==> config.mk <==
export PLATFORM = sky130hd
export DESIGN_NAME = sseg_scan_capture
export DESIGN_NICKNAME = d
export VERILOG_FILES = /design/src/rtl/sseg_pkg.sv /design/src/rtl/sseg_decode.sv /design/src/rtl/sseg_scan_capture.sv
export SDC_FILE = /design/constraint.sdc
export NUM_CORES = 1
export LEC_CHECK = 0
export CAP_MARGIN = 30
export CORE_MARGIN = 5
export CORE_UTILIZATION = 50
export DETAILED_ROUTE_END_ITERATION = 16
export DONT_BUFFER_PORTS = 1
export GPL_TIMING_DRIVEN = 0
export PLACE_DENSITY = 0.78
export SLEW_MARGIN = 20
export SYNTH_ARGS = -nofsm -noshare
export SYNTH_HDL_FRONTEND = slang
export SYNTH_SLANG_ARGS = --single-unit
export TNS_END_PERCENT = 100
==> constraint.sdc <==
create_clock -name clk -period 2.5 [get_ports clk]
set_input_delay 0.375 -clock clk [delete_from_list [all_inputs] [get_ports clk]]
set_output_delay 0.375 -clock clk [all_outputs]
set_load 0.02 [all_outputs]
==> src/rtl/sseg_pkg.sv <==
// Shared 7-segment definitions for the display driver and the capture monitor.
// Latency: n/a (constants only).
// Backpressure: n/a.
// Patterns are active low, bit order g..a in [6:0].
package sseg_pkg;

  localparam int NUM_DIGITS = 8;

  localparam logic [6:0] SEG_0     = 7'b1000000;
  localparam logic [6:0] SEG_1     = 7'b1111001;
  localparam logic [6:0] SEG_2     = 7'b0100100;
  localparam logic [6:0] SEG_3     = 7'b0110000;
  localparam logic [6:0] SEG_4     = 7'b0011001;
  localparam logic [6:0] SEG_5     = 7'b0010010;
  localparam logic [6:0] SEG_6     = 7'b0000010;
  localparam logic [6:0] SEG_7     = 7'b1111000;
  localparam logic [6:0] SEG_8     = 7'b0000000;
  localparam logic [6:0] SEG_9     = 7'b0011000;
  localparam logic [6:0] SEG_A     = 7'b0001000;
  localparam logic [6:0] SEG_B     = 7'b0000011;
  localparam logic [6:0] SEG_C     = 7'b1000110;
  localparam logic [6:0] SEG_D     = 7'b0100001;
  localparam logic [6:0] SEG_E     = 7'b0000110;
  localparam logic [6:0] SEG_F     = 7'b0001110;
  localparam logic [6:0] SEG_BLANK = 7'b1111111;

endpackage

==> src/rtl/sseg_decode.sv <==
// Maps an active-low 7-segment pattern back to its hex value.
// Latency: combinational.
// Backpressure: none.
// Ports: seg[6:0] in (g..a, active low); hex[3:0] out (0 on error); err out
// (pattern is not one of the 16 hex glyphs, blank included).
module sseg_decode
  import sseg_pkg::*;
(
  input  logic [6:0] seg,
  output logic [3:0] hex,
  output logic       err
);

  always_comb begin
    hex = 4'h0;
    err = 1'b0;
    case (seg)
      SEG_0:   hex = 4'h0;
      SEG_1:   hex = 4'h1;
      SEG_2:   hex = 4'h2;
      SEG_3:   hex = 4'h3;
      SEG_4:   hex = 4'h4;
      SEG_5:   hex = 4'h5;
      SEG_6:   hex = 4'h6;
      SEG_7:   hex = 4'h7;
      SEG_8:   hex = 4'h8;
      SEG_9:   hex = 4'h9;
      SEG_A:   hex = 4'hA;
      SEG_B:   hex = 4'hB;
      SEG_C:   hex = 4'hC;
      SEG_D:   hex = 4'hD;
      SEG_E:   hex = 4'hE;
      SEG_F:   hex = 4'hF;
      default: err = 1'b1;
    endcase
  end

endmodule

==> src/rtl/sseg_scan_capture.sv <==
// Captures a multiplexed active-low 7-segment display back into hex digits.
// Latency: SETTLE+1 cycles from a stable pattern to registered outputs (+2 with SSEG_CAP_SYNC_EN).
// Backpressure: none; dwells shorter than SETTLE+1 cycles are silently dropped.
// Ports: clk, reset (async, active high); an[7:0] digit enables (active low);
// sseg[7:0] segments (active low, [7]=~dp); digits[31:0] hex nibble per digit;
// dp_out[7:0]; seg_err[7:0]; digit_valid[7:0] (sticky); frame_done (1-cycle pulse).
// Build option: define SSEG_CAP_SYNC_EN to put a 2-flop synchroniser on an/sseg.
module sseg_scan_capture
  import sseg_pkg::*;
#(
  parameter int SETTLE = 4,
  parameter int CNT_W  = $clog2(SETTLE + 1)
) (
  input  logic                      clk,
  input  logic                      reset,
  input  logic [NUM_DIGITS-1:0]     an,
  input  logic [7:0]                sseg,
  output logic [4*NUM_DIGITS-1:0]   digits,
  output logic [NUM_DIGITS-1:0]     dp_out,
  output logic [NUM_DIGITS-1:0]     seg_err,
  output logic [NUM_DIGITS-1:0]     digit_valid,
  output logic                      frame_done
);

  localparam int SAMP_W = NUM_DIGITS + 8;

  logic [SAMP_W-1:0]     samp;
  logic [SAMP_W-1:0]     s_q;
  logic [CNT_W-1:0]      cnt;
  logic [NUM_DIGITS-1:0] an_act;
  logic [NUM_DIGITS-1:0] seen;
  logic [NUM_DIGITS-1:0] seen_nxt;
  logic                  same;
  logic                  capture;
  logic [3:0]            dec_hex;
  logic                  dec_err;

`ifdef SSEG_CAP_SYNC_EN
  logic [SAMP_W-1:0] sync1;
  logic [SAMP_W-1:0] sync2;

  // Reset to all ones so the synchroniser looks like a blank, deselected display.
  always_ff @(posedge clk or posedge reset) begin
    if (reset) begin
      sync1 <= '1;
      sync2 <= '1;
    end else begin
      sync1 <= {an, sseg};
      sync2 <= sync1;
    end
  end

  assign samp = sync2;
`else
  assign samp = {an, sseg};
`endif

  assign same   = (samp == s_q);
  assign an_act = ~samp[SAMP_W-1:8];

  // Counter saturates at SETTLE so a long dwell captures exactly once; the
  // capture fires on the edge that would move it from SETTLE-1 to SETTLE.
  assign capture = same && (cnt == CNT_W'(SETTLE - 1)) && $onehot(an_act);

  assign seen_nxt = seen | an_act;

  always_ff @(posedge clk or posedge reset) begin
    if (reset) begin
      s_q <= '1;
      cnt <= '0;
    end else begin
      s_q <= samp;
      if (!same) begin
        cnt <= '0;
      end else if (cnt != CNT_W'(SETTLE)) begin
        cnt <= cnt + 1'b1;
      end
    end
  end

  sseg_decode u_decode (
    .seg (samp[6:0]),
    .hex (dec_hex),
    .err (dec_err)
  );

  always_ff @(posedge clk or posedge reset) begin
    if (reset) begin
      digits      <= '0;
      dp_out      <= '0;
      seg_err     <= '0;
      digit_valid <= '0;
      seen        <= '0;
      frame_done  <= 1'b0;
    end else begin
      frame_done <= 1'b0;
      if (capture) begin
        for (int i = 0; i < NUM_DIGITS; i++) begin
          if (an_act[i]) begin
            digits[4*i +: 4] <= dec_hex;
            dp_out[i]        <= ~samp[7];
            seg_err[i]       <= dec_err;
            digit_valid[i]   <= 1'b1;
          end
        end
        // The eighth distinct digit closes the frame; tracking restarts on the same edge.
        if (&seen_nxt) begin
          frame_done <= 1'b1;
          seen       <= '0;
        end else begin
          seen <= seen_nxt;
        end
      end
    end
  end

endmodule
; Yosys cells after proc, flatten, opt, wreduce, memory -nomap -nowiden
; Cells that the tools add are included.
[word_totals]
reg_bits = 84
word_cells = 87
in_bits = 18
output_inout_bits = 57
[op_classes]
eq_ne = 20
bitwise_logic = 3
reduce_logical = 13
n_mux = 7
addsub = 8
[op_table]
columns = op, count
row1 = $pmux W4 S15, 1
row2 = $eq A7 B7 Y1 const B, 4
row3 = $eq A7 B5 Y1 const B, 3
row4 = $eq A7 B6 Y1 const B, 3
row5 = $eq A16 B16 Y1, 1
row6 = $reduce_and A2 Y1, 8
row7 = $reduce_or A16 Y1, 1
row8 = $eq A7 B2 Y1 const B, 2
row9 = $eq A7 B4 Y1 const B, 2
row10 = $add A1 B1 Y2, 4
row11 = $mux W8, 1
row12 = $not A8 Y8, 1
row13 = $or A8 B8 Y8, 1
row14 = $reduce_and A8 Y1, 1
row15 = $eq A7 B3 Y1 const B, 1
row16 = $logic_not A7 Y1, 1
row17 = $add A2 B2 Y3, 2
row18 = $mux W3, 2
row19 = $add A3 B3 Y4, 1
row20 = $eq A4 B1 Y1 const B, 1
row21 = $add A3 B1 Y3 const B, 1
row22 = $eq A3 B2 Y1 const B, 1
row23 = $mux W1, 3
row24 = $ne A3 B3 Y1 const B, 1
row25 = 3 further kinds, 4

; Longest topological paths before layout
[depth]
word_depth = 7
mapped_depth = 13
depth_no_buf = 12

; Modules after synthesis
; From an unflattened synthesis, not the netlist that was laid out.
[hier_totals]
hier_cells = 295
hier_area_um2 = 3923.8
[by_module_without_submodules]
columns = module, seq_area_each_um2, area_each_um2, cells_per_inst, instances
row1 = sseg_scan_capture, 2122.0, 3533.4, 242, 1
row2 = sseg_decode, 0.0, 390.4, 53, 1

; Least setup slack after synthesis
; Ideal clock, no wire load.
[synth_path]
path_type = input to register
start = input port an[0]
end = register digits[2]
setup_time_ns = 0.125
path_slack_ns = -1.552
n_path_buf = 0
arrival_time_ns = 3.927
stages = 12
required_time_ns = 2.375
path_cell_list = fa_1 > inv_1 > fa_1 > fa_1 > ha_1 > inv_1 > fa_1 > nor2_1 > a31o_2 > nand4_2 > nor3_2 > mux2_2
[synth_between]
elab_chain_cells = 7
elab_cells_between_ends = 9
cone_classes = add/sub: 3 / eq/ne: 2 / bitwise: 1 / reduce/logical: 3
[synth_rtl]
columns = item, line_no
row1 = "start, declared", sseg_scan_capture.sv:16  ; input logic [NUM_DIGITS-1:0] an,
row2 = $not A8 Y8, sseg_scan_capture.sv:59  ; assign an_act = ~samp[SAMP_W-1:8];
row3 = $add A1 B1 Y2 (not written as such), sseg_scan_capture.sv:63  ; assign capture = same && (cnt == CNT_W'(SETTLE - 1)) && $onehot(an_act);
row4 = $add A2 B2 Y3 (not written as such), sseg_scan_capture.sv:63
row5 = $add A3 B3 Y4 (not written as such), sseg_scan_capture.sv:63
row6 = $eq A4 B1 Y1, sseg_scan_capture.sv:63
row7 = $logic_and A1 B1 Y1, sseg_scan_capture.sv:63
row8 = $reduce_and A2 Y1 (no line) (*), n/a
row9 = "end signal, assigned by index", sseg_scan_capture.sv:100  ; digits[4*i +: 4] <= dec_hex;
row10 = "end, declared", sseg_scan_capture.sv:18  ; output logic [4*NUM_DIGITS-1:0] digits,
; Every way passes the cells marked *; elsewhere a longest branch is shown, timed or not.
; A chain may end at the register's enable or synchronous reset.

; Final worst setup path
[layout_path]
start = input port an[0]
end = register digits[24]
[layout_between]
elab_chain_cells = 7
elab_cells_between_ends = 9
cone_classes = add/sub: 3 / eq/ne: 2 / bitwise: 1 / reduce/logical: 3
[layout_rtl]
columns = item, line_no
row1 = $not A8 Y8, sseg_scan_capture.sv:59
row2 = $add A1 B1 Y2 (not written as such), sseg_scan_capture.sv:63
row3 = $add A2 B2 Y3 (not written as such), sseg_scan_capture.sv:63
row4 = $add A3 B3 Y4 (not written as such), sseg_scan_capture.sv:63
row5 = $eq A4 B1 Y1, sseg_scan_capture.sv:63
row6 = $logic_and A1 B1 Y1 (*), sseg_scan_capture.sv:63
row7 = $reduce_and A2 Y1 (no line) (*), n/a
; Marked as above.

==> impl_metrics.json <==
{
  "status": "finished with violations",
  "violations": "setup timing",
  "area_growth_pct": 26.00,
  "hpwl_mm": 6.214,
  "ff2ff_path_depth": 7,
  "ys_seq_area_frac": 0.5452,
  "critical_path_class": "primary input to flip-flop",
  "synth_fa_ha_area_frac": 0.03986,
  "rsz0062_at_grt": "true",
  "drt_iter0_markers": 125,
  "hold_path.class": "primary input to flip-flop",
  "start_util": 0.5090,
  "worst_pin_slew_ps": 707.1,
  "synth_compound_area_frac": 0.07682,
  "nets": 377,
  "place.gp.congestion": 0.8661,
  "viasPerCell": 5.654,
  "synth-xor-area-share": 0.04275,
  "drv_slew": 0,
  "dr_wl_met2_mm": 4.810,
  "netlist_area_sq_um": 3892,
  "slew_headroom": 0.5278,
  "synth.avg_cell_area_sq_um": 13.11,
  "clockRootBuffer": "clkbuf_8",
  "clockBufferDepth": 2,
  "synth_top_family_by_area": "simple AND/OR/NAND/NOR gates",
  "dr.pass1.iters": 4,
  "whs_ps": 16.83,
  "grt_overflow": 0,
  "min_period_ps": 3533,
  "cts.htree.levels": 3,
  "critical_path_arrival_ps": 3780,
  "grt_pass1_wl_mm": 14.86,
  "remaining_drc_errors": 0,
  "grt_pass1_vias": 2717,
  "grt_max_degree": 34,
  "ir_drop_uv": 278.5,
  "setup_ws_ps": -1033,
  "muxShareOfSynthArea": 0.1283,
  "numPortBuffers": 0,
  "setup_viol": 65,
  "grtUsageTotal": 0.1948,
  "synth_cells": 297,
  "yosysTopAreaCell": "dfrtp_1",
  "cts.sink_count": 84,
  "synth-simple-area-share": 0.1308,
  "synth_edf_count": 0,
  "diodes": 0,
  "yosysUniqueCellTypes": 55,
  "final_common_cell": "dfrtp_1",
  "end_kind": "flip-flop",
  "min_path_cells": 0,
  "drt-total-wl_mm": 9.459,
  "synth-main-ff-cell": "dfrtp_1",
  "cts_made_buffers": 9,
  "yosysTopAreaCellShare": 0.4372,
  "max_freq_mhz": 283.1,
  "worstSetupStartpointType": "primary input",
  "p_per_area_nw_per_um2": 522.1,
  "max_cap_violations": 0,
  "die_h_um": 98.23,
  "layout_common_cells": "dfrtp_1, mux2_4, xor2_1",
  "highest_layer": "met4",
  "path_clk_slew_ps": 90,
  "core_sq_um": 7647,
  "final_cell_area_sq_um": 4905,
  "synth_warnings": 0,
  "routedLengthMet1_mm": 3.946,
  "die_w_um": 98.23,
  "async_flop_share": 1.000,
  "io_pins": 75,
  "syn-num-nets": 325,
  "rows": 32,
  "required_ps": 2740,
  "routedWlPerCell_um": 20.74,
  "synth_seq_cells": 84,
  "wl_met3_um": 565,
  "crit_fanout": 6,
  "hold_violations": 0,
  "clock_skew_ps": 16.21,
  "vias": 2578,
  "placed_area_sq_um": 4217,
  "clock_latency_ps": 350,
  "dieArea_sq_um": 9649,
  "synth_area_leaders": "dfrtp_1, dfstp_2, mux2_2",
  "period_share": 1.413,
  "antenna_found_initial": 0,
  "cts_tree": "done",
  "p_leak_nw": 2.251,
  "antenna_left": 0,
  "drive_gt1_frac": 0.4124
}
[report_power, final]
| group | switching, mW | internal, mW | total, mW |
|---|---|---|---|
| Clock | 0.518 | 0.395 | 0.912 |
| Sequential | 0.00589 | 1.38 | 1.39 |
| Combinational | 0.153 | 0.109 | 0.261 |
| Total | 0.676 | 1.88 | 2.56 |
[final timing paths]
kind	from	end	slack, ps
hold reg to reg	seen[1]$_DFFE_PP0P_	seen[1]$_DFFE_PP0P_	490
hold / removal	sseg[7]	s_q[7]$_DFF_PP1_	20
max in group asynchronous	reset	dp_out[3]$_DFFE_PP0P_	1240
setup reg to reg	s_q[11]$_DFF_PP1_	digits[24]$_DFFE_PP0P_	210
setup / recovery	an[0]	digits[24]$_DFFE_PP0P_	-1030
min in group asynchronous	reset	digits[21]$_DFFE_PP0P_	500
[synthesized netlist by cell type (all sizes together) (6+ instances only)]
cell / n
nor3: 13
or2: 8
ha: 6
nor2: 6
buf: 8
o21a: 8
dfrtp: 68
xor2: 18
a31oi: 6
a21oi: 8
mux2: 40
inv: 19
dfstp: 16
nand2: 7
[critical path, stage by stage]
cell and delay [ps]:
fa_1 540, inv_2 40, fa_1 480, fa_1 520, ha_2 190, inv_2 40, fa_2 330, nor2_1 100
a31o_2 210, nand4_4 110, buf_6 160, nor3_4 210, buf_12 170, mux2_4 300
[cell type report]
| cell class | count | area (sq um) |
|---|---|---|
| buffer | 13 | 81.33 |
| clock buffer | 10 | 137.6 |
| clock inverter | 6 | 48.80 |
| fill | 573 | 2743 |
| inverter | 19 | 75.07 |
| multi-input combinational | 182 | 1858 |
| sequential | 84 | 2122 |
| tap | 102 | 127.6 |
| timing repair buffer | 40 | 454.2 |
[flip-flops by register name, indices dropped and copies added, names as in the netlist]
| register | flops |
|---|---|
| cnt | 3 |
| digit_valid | 8 |
| digits | 32 |
| dp_out | 8 |
| frame_done | 1 |
| s_q | 16 |
| seen | 8 |
| seg_err | 8 |
[what timing repair did]
action | in CTS | in global routing
pin swaps | 9 | 9
gates resized for setup | 2 | 29
setup endpoints to repair | 65 | 65
gates cloned | 1 | 0
hold buffers | 2 | 9
hold endpoints to repair | 10 | 9
setup buffers | 19 | 10
[layer usage]
metal  vias to the layer above  track usage
met5                         -            0
met4                         0      0.05462
met3                        14      0.05714
met2                        84       0.3257
met1                      1324       0.2478
li1                       1156            -
[kinds of logic after synthesis]
logic type,count (synthesis)
buf+inv,32
mux,43
xor+xnor,19
compound gates,42
fa+ha+maj,10
simple gates,67
flops,84
[metrics by stage]
| stage | setup TNS (ps) | cells | power (mW) | worst slack (ps) | util |
|---|---|---|---|---|---|
| 2_1_floorplan | -75620 | 297 | 1.592 | -1313 | - |
| 3_3_place_gp | -93210 | 399 | 1.630 | -1598 | 0.5445 |
| 3_5_place_dp | -95880 | 402 | 1.647 | -1656 | 0.5514 |
| 4_1_cts | -58470 | 440 | 2.555 | -1011 | 0.6113 |
| 5_1_grt | -63420 | 456 | 2.667 | -1087 | 0.6414 |
| 6_report | -60350 | 456 | 2.561 | -1033 | 0.6414 |
Note: power is estimated with default switching activity, not from simulation.
